--- config.mk ---
export PLATFORM = sky130hd
export DESIGN_NAME = liteeth_sram_pkt_ring_ctrl
export DESIGN_NICKNAME = d
export VERILOG_FILES = /design/src/rtl/liteeth_sram_pkt_ring_ctrl.sv
export SDC_FILE = /design/constraint.sdc
export NUM_CORES = 1
export LEC_CHECK = 0
export CORE_UTILIZATION = 25
export CTS_CLUSTER_SIZE = 30
export DETAILED_ROUTE_END_ITERATION = 8
export HOLD_SLACK_MARGIN = 0.05
export PLACE_DENSITY_LB_ADDON = 0.25
export SLEW_MARGIN = 20
export SYNTH_ARGS = -nofsm -noshare
export SYNTH_HDL_FRONTEND = slang
export SYNTH_SLANG_ARGS = --single-unit
--- constraint.sdc ---
create_clock -name sys_clk -period 4.8 [get_ports sys_clk]
set_input_delay 0.96 -clock sys_clk [delete_from_list [all_inputs] [get_ports sys_clk]]
set_output_delay 0.96 -clock sys_clk [all_outputs]
set_load 0.05 [all_outputs]
--- src/rtl/liteeth_sram_pkt_ring_ctrl.sv ---
// liteeth_sram_pkt_ring_ctrl
//   Packet ring-buffer controller for one liteeth_1rw1r_32w384d_8_sram macro.
//   Sink words are written through the macro RW port; whole committed packets
//   are read back through the R port into a 2-entry skid FIFO feeding the
//   source stream. A packet is visible to the reader only once its last word
//   is written; a packet that cannot fit is dropped and its words rewound.
// Ports
//   sys_clk, sys_rst           clock, synchronous active-high reset
//   sink_valid/ready/data/last input packet stream
//   source_valid/ready/data/last output packet stream
//   drop                       1-cycle pulse when a packet is discarded
//   level                      words held, including uncommitted words
//   pkt_count                  committed packets not yet fully read
//   sram_*_rw1                 macro write port (ce, we, mask, addr, data)
//   sram_ce_r1/addr_r1/rd_r1   macro read port, data valid 1 cycle after ce
module liteeth_sram_pkt_ring_ctrl #(
  parameter int unsigned DW       = 32,
  parameter int unsigned DEPTH    = 384,
  parameter int unsigned AW       = 9,
  parameter int unsigned MAX_PKTS = 8
) (
  input  logic          sys_clk,
  input  logic          sys_rst,
  input  logic          sink_valid,
  output logic          sink_ready,
  input  logic [DW-1:0] sink_data,
  input  logic          sink_last,
  output logic          source_valid,
  input  logic          source_ready,
  output logic [DW-1:0] source_data,
  output logic          source_last,
  output logic          drop,
  output logic [AW-1:0] level,
  output logic [3:0]    pkt_count,
  output logic          sram_ce_rw1,
  output logic          sram_we_rw1,
  output logic [DW-1:0] sram_wmask,
  output logic [AW-1:0] sram_addr_rw1,
  output logic [DW-1:0] sram_wd_rw1,
  output logic          sram_ce_r1,
  output logic [AW-1:0] sram_addr_r1,
  input  logic [DW-1:0] sram_rd_r1
);

  localparam int unsigned PW = (MAX_PKTS > 1) ? $clog2(MAX_PKTS) : 1;

  typedef enum logic [1:0] {IDLE, WRITE, DROP} state_t;

  state_t        state, state_next;
  logic [AW-1:0] wr_ptr, commit_ptr, rd_ptr;
  logic [AW-1:0] wr_count;   // words of the packet currently being written
  logic [AW-1:0] avail;      // committed words not yet issued to the R port
  logic          full, pkt_full;
  logic          wr_en, commit, rewind;

  logic [AW-1:0] pkt_end [MAX_PKTS];
  logic [PW-1:0] pf_wr, pf_rd;

  logic          inflight;
  logic [AW-1:0] rd_addr_q;
  logic          rd_issue, cap_last, src_hs;
  logic [2:0]    occ;
  logic [DW-1:0] skid_data [2];
  logic          skid_last [2];
  logic          skid_wp, skid_rp;
  logic [1:0]    skid_cnt;

  function automatic logic [AW-1:0] ptr_inc(input logic [AW-1:0] p);
    return (p == AW'(DEPTH - 1)) ? '0 : p + 1'b1;
  endfunction

  assign full     = (level == AW'(DEPTH));
  assign pkt_full = (pkt_count == 4'(MAX_PKTS));

  // Write FSM: next state and write-side strobes.
  always_comb begin
    state_next = state;
    sink_ready = 1'b0;
    wr_en      = 1'b0;
    commit     = 1'b0;
    rewind     = 1'b0;
    if (!sys_rst) begin
      case (state)
        IDLE, WRITE: begin
          if (state == WRITE && full && sink_valid) begin
            state_next = DROP;
          end else begin
            sink_ready = !full && !pkt_full;
            if (sink_valid && sink_ready) begin
              wr_en = 1'b1;
              if (sink_last) begin
                commit     = 1'b1;
                state_next = IDLE;
              end else if (wr_count == AW'(DEPTH - 1)) begin
                // Packet already fills the whole ring without a last word.
                state_next = DROP;
              end else begin
                state_next = WRITE;
              end
            end
          end
        end
        DROP: begin
          sink_ready = 1'b1;
          if (sink_valid && sink_last) begin
            rewind     = 1'b1;
            state_next = IDLE;
          end
        end
        default: state_next = IDLE;
      endcase
    end
  end

  // Read side: issue when committed data exists and the skid FIFO still has
  // room once the in-flight word and this cycle's handshake are accounted for.
  assign src_hs       = source_valid && source_ready;
  assign occ          = 3'(skid_cnt) + 3'(inflight);
  assign rd_issue     = !sys_rst && (avail != '0) && (occ < (3'd2 + 3'(src_hs)));
  assign cap_last     = (rd_addr_q == pkt_end[pf_rd]);
  assign source_valid = (skid_cnt != 2'd0);
  assign source_data  = skid_data[skid_rp];
  assign source_last  = skid_last[skid_rp];

  assign sram_ce_rw1   = wr_en;
  assign sram_we_rw1   = wr_en;
  assign sram_wmask    = '1;
  assign sram_addr_rw1 = wr_ptr;
  assign sram_wd_rw1   = sink_data;
  assign sram_ce_r1    = rd_issue;
  assign sram_addr_r1  = rd_ptr;

  always_ff @(posedge sys_clk) begin
    if (commit) pkt_end[pf_wr] <= wr_ptr;
  end

  always_ff @(posedge sys_clk) begin
    if (sys_rst) begin
      state        <= IDLE;
      wr_ptr       <= '0;
      commit_ptr   <= '0;
      rd_ptr       <= '0;
      wr_count     <= '0;
      avail        <= '0;
      level        <= '0;
      pkt_count    <= '0;
      drop         <= 1'b0;
      pf_wr        <= '0;
      pf_rd        <= '0;
      inflight     <= 1'b0;
      rd_addr_q    <= '0;
      skid_data[0] <= '0;
      skid_data[1] <= '0;
      skid_last[0] <= 1'b0;
      skid_last[1] <= 1'b0;
      skid_wp      <= 1'b0;
      skid_rp      <= 1'b0;
      skid_cnt     <= '0;
    end else begin
      state <= state_next;

      if (wr_en)       wr_ptr <= ptr_inc(wr_ptr);
      else if (rewind) wr_ptr <= commit_ptr;

      if (commit || rewind) wr_count <= '0;
      else if (wr_en)       wr_count <= wr_count + 1'b1;

      if (commit) begin
        commit_ptr <= ptr_inc(wr_ptr);
        pf_wr      <= pf_wr + 1'b1;
      end

      avail     <= avail + (commit ? wr_count + AW'(1) : '0) - AW'(rd_issue);
      // A rewind can coincide with a source handshake; both are subtracted.
      level     <= level + AW'(wr_en) - AW'(src_hs) - (rewind ? wr_count : '0);
      pkt_count <= pkt_count + 4'(commit) - 4'(src_hs && source_last);
      drop      <= rewind;

      if (rd_issue) begin
        rd_ptr    <= ptr_inc(rd_ptr);
        rd_addr_q <= rd_ptr;
      end
      inflight <= rd_issue;

      if (inflight) begin
        skid_data[skid_wp] <= sram_rd_r1;
        skid_last[skid_wp] <= cap_last;
        skid_wp            <= ~skid_wp;
        if (cap_last) pf_rd <= pf_rd + 1'b1;
      end
      if (src_hs) skid_rp <= ~skid_rp;
      skid_cnt <= skid_cnt + 2'(inflight) - 2'(src_hs);
    end
  end

endmodule

### Yosys cells after proc, flatten, opt, wreduce, memory -nomap -nowiden

Memories as Yosys holds them, arrays and structs flattened. A register that Yosys moved wholly into a read port is not among the register bits.
Index checks and enable logic that the tools add are counted.

| storage, ports and cells | value |
|---|---|
| bits in read-only memories | 0 |
| memories | 3 |
| register bits after elaboration | 81 |
| memory bits (writable) | 138 |
| latch bits | 0 |
| bits of input ports | 69 |
| word-level logic and storage cells | 117 |

Memory list:

| memory | words | width | read ports | clocked after memory_dff | write ports | RTL line | text |
|---|---|---|---|---|---|---|---|
| pkt_end | 8 | 9 | 1 | 1 | 1 | 56 | `logic [AW-1:0] pkt_end [MAX_PKTS];` |
| skid_data | 2 | 32 | 1 | 1 | 2 | 63 | `logic [DW-1:0] skid_data [2];` |
| skid_last | 2 | 1 | 1 | 1 | 2 | 64 | `logic skid_last [2];` |

| operators by class | value |
|---|---|
| reduce and logical (&&, ||, !) cells | 23 |
| equal/unequal tests | 10 |
| divide/modulo/power cells | 0 |
| muxes and demuxes | 46 |
| multiply operators | 0 |
| order comparisons | 1 |
| shift-type cells | 0 |
| add/subtract/negate cells | 16 |
| bitwise logic cells | 2 |

Operators with widths:

| kind | count |
|---|---|
| 9-bit 2-to-1 mux | 6 |
| 9-bit == test, second input constant | 4 |
| 32-bit 2-to-1 mux | 1 |
| 32-bit OR reduction | 1 |
| 1-bit 2-to-1 mux | 30 |
| 9-bit by 1-bit adder with 9-bit output, second input constant | 3 |
| 9-bit by 1-bit subtractor with 9-bit output | 2 |
| 2-bit 2-to-1 mux | 5 |
| 9-bit by 1-bit adder with 9-bit output | 1 |
| 9-bit adder | 1 |
| 9-bit == test | 1 |
| 1-bit logical AND | 9 |
| 9-bit nonzero test | 1 |
| 9-bit subtractor | 1 |
| 3-bit by 1-bit adder with 3-bit output, second input constant | 2 |
| 3-bit 2-to-1 mux | 2 |
| 4-bit by 1-bit adder with 4-bit output | 1 |
| 4-bit == test, second input constant | 1 |
| 2-bit case mux with 2 select lines | 1 |
| 2-bit AND reduction | 2 |
| 2-bit nonzero test | 2 |
| 2-bit OR reduction | 2 |
| 4-bit by 1-bit subtractor with 4-bit output | 1 |
| 2-bit by 1-bit adder with 3-bit output | 1 |
| 14 further kinds | 17 |

### Depth between registers and ports, before layout

| logic depth | value |
|---|---|
| word-level depth | 11 |
| gate-level depth with buffers | 17 |
| gate-level depth less buffers | 16 |

### Worst setup path before layout

OpenSTA, ideal clock, no wires.

| timing path | value |
|---|---|
| kind | input -> register |
| start | input port sink_last |
| end | register level[7] |
| data required time | 4672 ps |
| stages | 16 |
| arrival time | 4172 ps |
| slack | 500 ps |
| cells stage by stage | nand2_1 or3_1 clkbuf_1 clkinv_1 clkbuf_1 nand2_1 fa_1 fa_1 ha_1 fa_1 a21oi_1 o21bai_1 a21o_1 a21oi_1 xor2_1 nor2_1 |

| on the way | value |
|---|---|
| cells in the longest elaborated chain, start to end | 6 |

Ends and longest elaborated chain:

| item | RTL line | text |
|---|---|---|
| start, declared | 27 | `input logic sink_last,` |
| 1-bit logical AND | 105 | `if (sink_valid && sink_last) begin` |
| 1-bit 2-to-1 mux | 105 |  |
| 1-bit 2-to-1 mux | 83 | `case (state)` |
| 1-bit 2-to-1 mux | 82 | `if (!sys_rst) begin` |
| 9-bit 2-to-1 mux | 175 | `level <= level + AW'(wr_en) - AW'(src_hs) - (rewind ? wr_count : '0);` |
| 9-bit subtractor | 175 |  |
| end signal, assigned | 175 |  |
| end, declared | 33 | `output logic [AW-1:0] level,` |

No other way between the ends.
A chain may end at the register's enable or synchronous reset.

### Final worst setup path

| timing path | value |
|---|---|
| start | input port sink_valid |
| end | register level[7] |

| on the way | value |
|---|---|
| cells in the longest elaborated chain, start to end | 8 |
| elaborated cells between the ends (all ways) | 14 |
| those cells by class | add/sub (3); mux (8); reduce/logical (3) |

Ends and longest elaborated chain:

| item | RTL line | text |
|---|---|---|
| start, declared | 24 | `input logic sink_valid,` |
| 1-bit logical AND | 89 | `if (sink_valid && sink_ready) begin` |
| 1-bit 2-to-1 mux | 89 |  |
| 1-bit 2-to-1 mux | 85 | `if (state == WRITE && full && sink_valid) begin` |
| 1-bit 2-to-1 mux | 83 |  |
| 1-bit 2-to-1 mux | 82 |  |
| 9-bit by 1-bit adder with 9-bit output | 175 |  |
| 9-bit by 1-bit subtractor with 9-bit output | 175 |  |
| 9-bit subtractor (*) | 175 |  |

Every way passes the cells marked *; elsewhere a longest branch is shown, timed or not.

==> impl_metrics.yaml <==
grt:
  overflow: 0
  grt_max_degree: 72
  antenna_found_initial: 0
  grt_pass1_vias: 6593
  grtUsageTotal_pct: 11.05
  grt_first_pass_wirelength_mm: 37.96
synth:
  yosys.area.top_type: "edfxtp_1"
  synthTopCellsByCount: "edfxtp_1 (138), dfxtp_1 (85), and2_1 (75)"
  avgSynthCellArea_sq_um: 11.70
  synth_flop_cell: "edfxtp_1"
  synth_edf_count: 138
  netlist_area_sq_um: 10820
  synth_area_leaders: "edfxtp_1 (38%), dfxtp_1 (16%), ha_1 (5.7%)"
  synth_top_area_share_pct: 38.30
  yosysWarnings: 0
  ys_seq_area_share_pct: 54.02
  syn_inst: 925
  ys_seq_elements: 223
  yosysMostFrequentCell: "edfxtp_1"
  async_reset_ff_share_pct: 0
  synth.distinct_cells: 54
pwr:
  power.share.clock_pct: 26.4
  peakVddDrop_mv: 0.2429
  swShare_pct: 36.67
  power_w: 0.007063
  power.switching_w: 0.002590
  intPower_w: 0.004473
  sequentialPowerShare_pct: 35.8
  p_per_area_nw_per_um2: 539.2
  power_frac_comb_pct: 37.8
  power.leakage_nw: 4.909
timing:
  finalCriticalPeriod_ns: 4.076
  grt_setup_unrepaired: "no"
  hold_viol: 0
  tightest_slew_ns: 0.9167
  skew_ns: 0.01089
  setup_tns_ns: 0
  finalCritPeriodShare_pct: 84.92
  setup_violations: 0
  fmax_mhz: 245.3
  maxSlewHeadroom_pct: 38.88
  slew_viol_final: 0
floorplan:
  pin_count: 203
  fp.coreArea_sq_um: 42320
  die_w_um: 210.0
  die_h_um: 210.0
  num_rows: 75
  start_util_pct: 25.57
  dieArea_sq_um: 44120
cts:
  cts-resized-gates: 0
  clk_pin_slew_ns: 0.06
  cts-hold-fix-buffers: 0
  cts_setup_buffers: 0
  cts_tree: "done"
  cts_max_level: 1
  cts.sinks: 223
  clk_path_buf_depth: 3
  cts_root_buffer: "clkbuf_16"
  clock_latency_ns: 0.53
  cts_made_buffers: 26
drt:
  antenna_left: 0
  first_pass_iters: 4
  routedWlPerCell_um: 15.05
  post_drt_via_cell_ratio: 4.133
  vias: 6654
  drc: 0
  first_iter_violations: 309
  routed_wl_mm: 24.24
placed_design:
  numPortBuffers: 106
  place_congestion: 0.7264
  dpl.hpwl_mm: 16.17
critical_path:
  critical_path.slowest_cell: "clkdlybuf4s50_1"
  path_cells: "clkdlybuf4s50_1 -> nand2_1 -> or3_1 -> clkinv_1 -> nand2_1 -> fa_1 -> fa_1 -> ha_1 -> fa_1 -> a21oi_1 -> o21bai_1 -> a21o_1 -> a21oi_1 -> xor2_1 -> nor2_1"
  max_stage_delay_ns: 0.53
  cp-start-kind: "input pin"
  crit_top_cell: "fa_1"
  crit_family: "adder cells"
  worst-path-max-fanout: 5
  cp.arrival_ns: 4.47
  worstPathRequired_ns: 5.20
  setup.worst_path.end_class: "flop"
  path_buf_inv: 2
  worst-setup-path-type: "input pin to flop"
final_layout:
  area_growth_pct: 21.05
  nNetsFinal: 1136
  fillers: 4358
  multiInputGateArea_sq_um: 4255
  layout-drive-gt1-share_pct: 11.62
  regArea_sq_um: 5846
  diodes: 0
run:
  max_cap_viol_count: 0
worst_hold_path:
  min_path_type: "flop to flop"
outcome:
  status: "finished clean"
-- through the flow --
step	instances	utilization, %	cell area, sq um	setup WS [ns]	hold slack, ns
3_3_place_gp	1562	29.05	12290	0.2158	0.4446
6_report	1610	30.95	13100	0.7241	0.4552
4_1_cts	1610	30.95	13100	0.7537	0.4587
2_1_floorplan	956	-	10940	0.5002	0.4321
3_5_place_dp	1562	29.05	12290	0.1744	0.4505
5_1_grt	1610	30.95	13100	0.5751	0.4715
-- state kept, by name (all words and copies together) (netlist names), 4 cells and up, named ones only --
signal	flops
rd_addr_q	9
sram_addr_rw1	9
wr_count	9
sram_addr_r1	9
level	9
skid_data	64
pkt_count	4
commit_ptr	9
avail	9
pkt_end	72
-- worst register-to-register path, stage by stage, from the launching register on --
cell      delay (ns)
dfxtp_1         0.33
inv_1           0.06
ha_1            0.21
and2_1          0.24
nor4b_4         0.34
buf_4           0.21
nand2_1         0.06
ha_1            0.27
inv_1           0.07
fa_1            0.46
a21o_1          0.18
a21oi_1         0.22
o21bai_1        0.10
a21oi_1         0.22
o21ai_0         0.15
xnor2_1         0.15
nor2_1          0.05
-- cell usage in the layout (no fill, tap or decap), drive strengths merged, types with 6 or more instances in the layout --
cell / count
a21o: 6
inv: 58
conb: 32
or3: 6
dfxtp: 85
a21oi: 42
xor2: 36
and3: 8
clkdlybuf4s50: 102
nor3: 12
nand2: 68
clkbuf: 40
clkinv: 6
buf: 29
and2: 75
nor2: 60
nand3: 9
o21ai: 11
mux2: 36
xnor2: 23
edfxtp: 138
nor2b: 10
mux4: 15
ha: 49
mux2i: 20
nor4: 7
-- per-layer routing --
metal	up-vias	routed length, um	track usage [%]	part of all wire, %
met3	38	807	1.743	3.3
met2	125	11300	18.13	47
met5	-	0	0	0
li1	3271	-	-	-
met1	3220	11600	15.00	48
met4	0	535	3.146	2.2
-- power groups by stage --
| stage | sequential (W) | combinational [W] | clock (W) |
|---|---|---|---|
| 2_1_floorplan | 0.00270 | 0.00185 | 0 |
| 3_3_place_gp | 0.00257 | 0.00270 | 0 |
| 3_5_place_dp | 0.00258 | 0.00270 | 0 |
| 4_1_cts | 0.00254 | 0.00272 | 0.00193 |
| 5_1_grt | 0.00257 | 0.00294 | 0.00201 |
| 6_report | 0.00253 | 0.00267 | 0.00186 |
-- path summary, 6_finish.rpt --
kind / endpoint / depth (start not counted) / slack (ns) / start
worst max-delay path: level[7]$_SDFF_PP0_ / 15 / 0.72 / sink_valid
worst min-delay path: commit_ptr[4]$_SDFFE_PP0P_ / 2 / 0.46 / commit_ptr[4]$_SDFFE_PP0P_
worst max register to register: avail[8]$_SDFF_PP0_ / 16 / 1.36 / pkt_count[2]$_SDFF_PP0_
worst min register to register: commit_ptr[4]$_SDFFE_PP0P_ / 2 / 0.46 / commit_ptr[4]$_SDFFE_PP0P_
-- logic make-up after synthesis --
| group | count (synthesis) | synth area share (%) |
|---|---|---|
| simple gates | 280 | 13.48 |
| flops | 223 | 54.02 |
| buf+inv | 161 | 8.118 |
| compound gates | 76 | 4.151 |
| mux | 71 | 8.823 |
| xor+xnor | 59 | 4.776 |
| fa+ha+maj | 54 | 6.591 |
| other cells | 1 | 0.03466 |
-- cell type report --
class / count / area share (%)
sequential: 223 / 44.63
multi-input combinational: 572 / 32.49
timing repair buffer: 131 / 9.534
clock buffer: 40 / 5.522
tap: 577 / 5.512
inverter: 59 / 1.691
clock inverter: 8 / 0.6209
(Power assumes the default switching activity.)
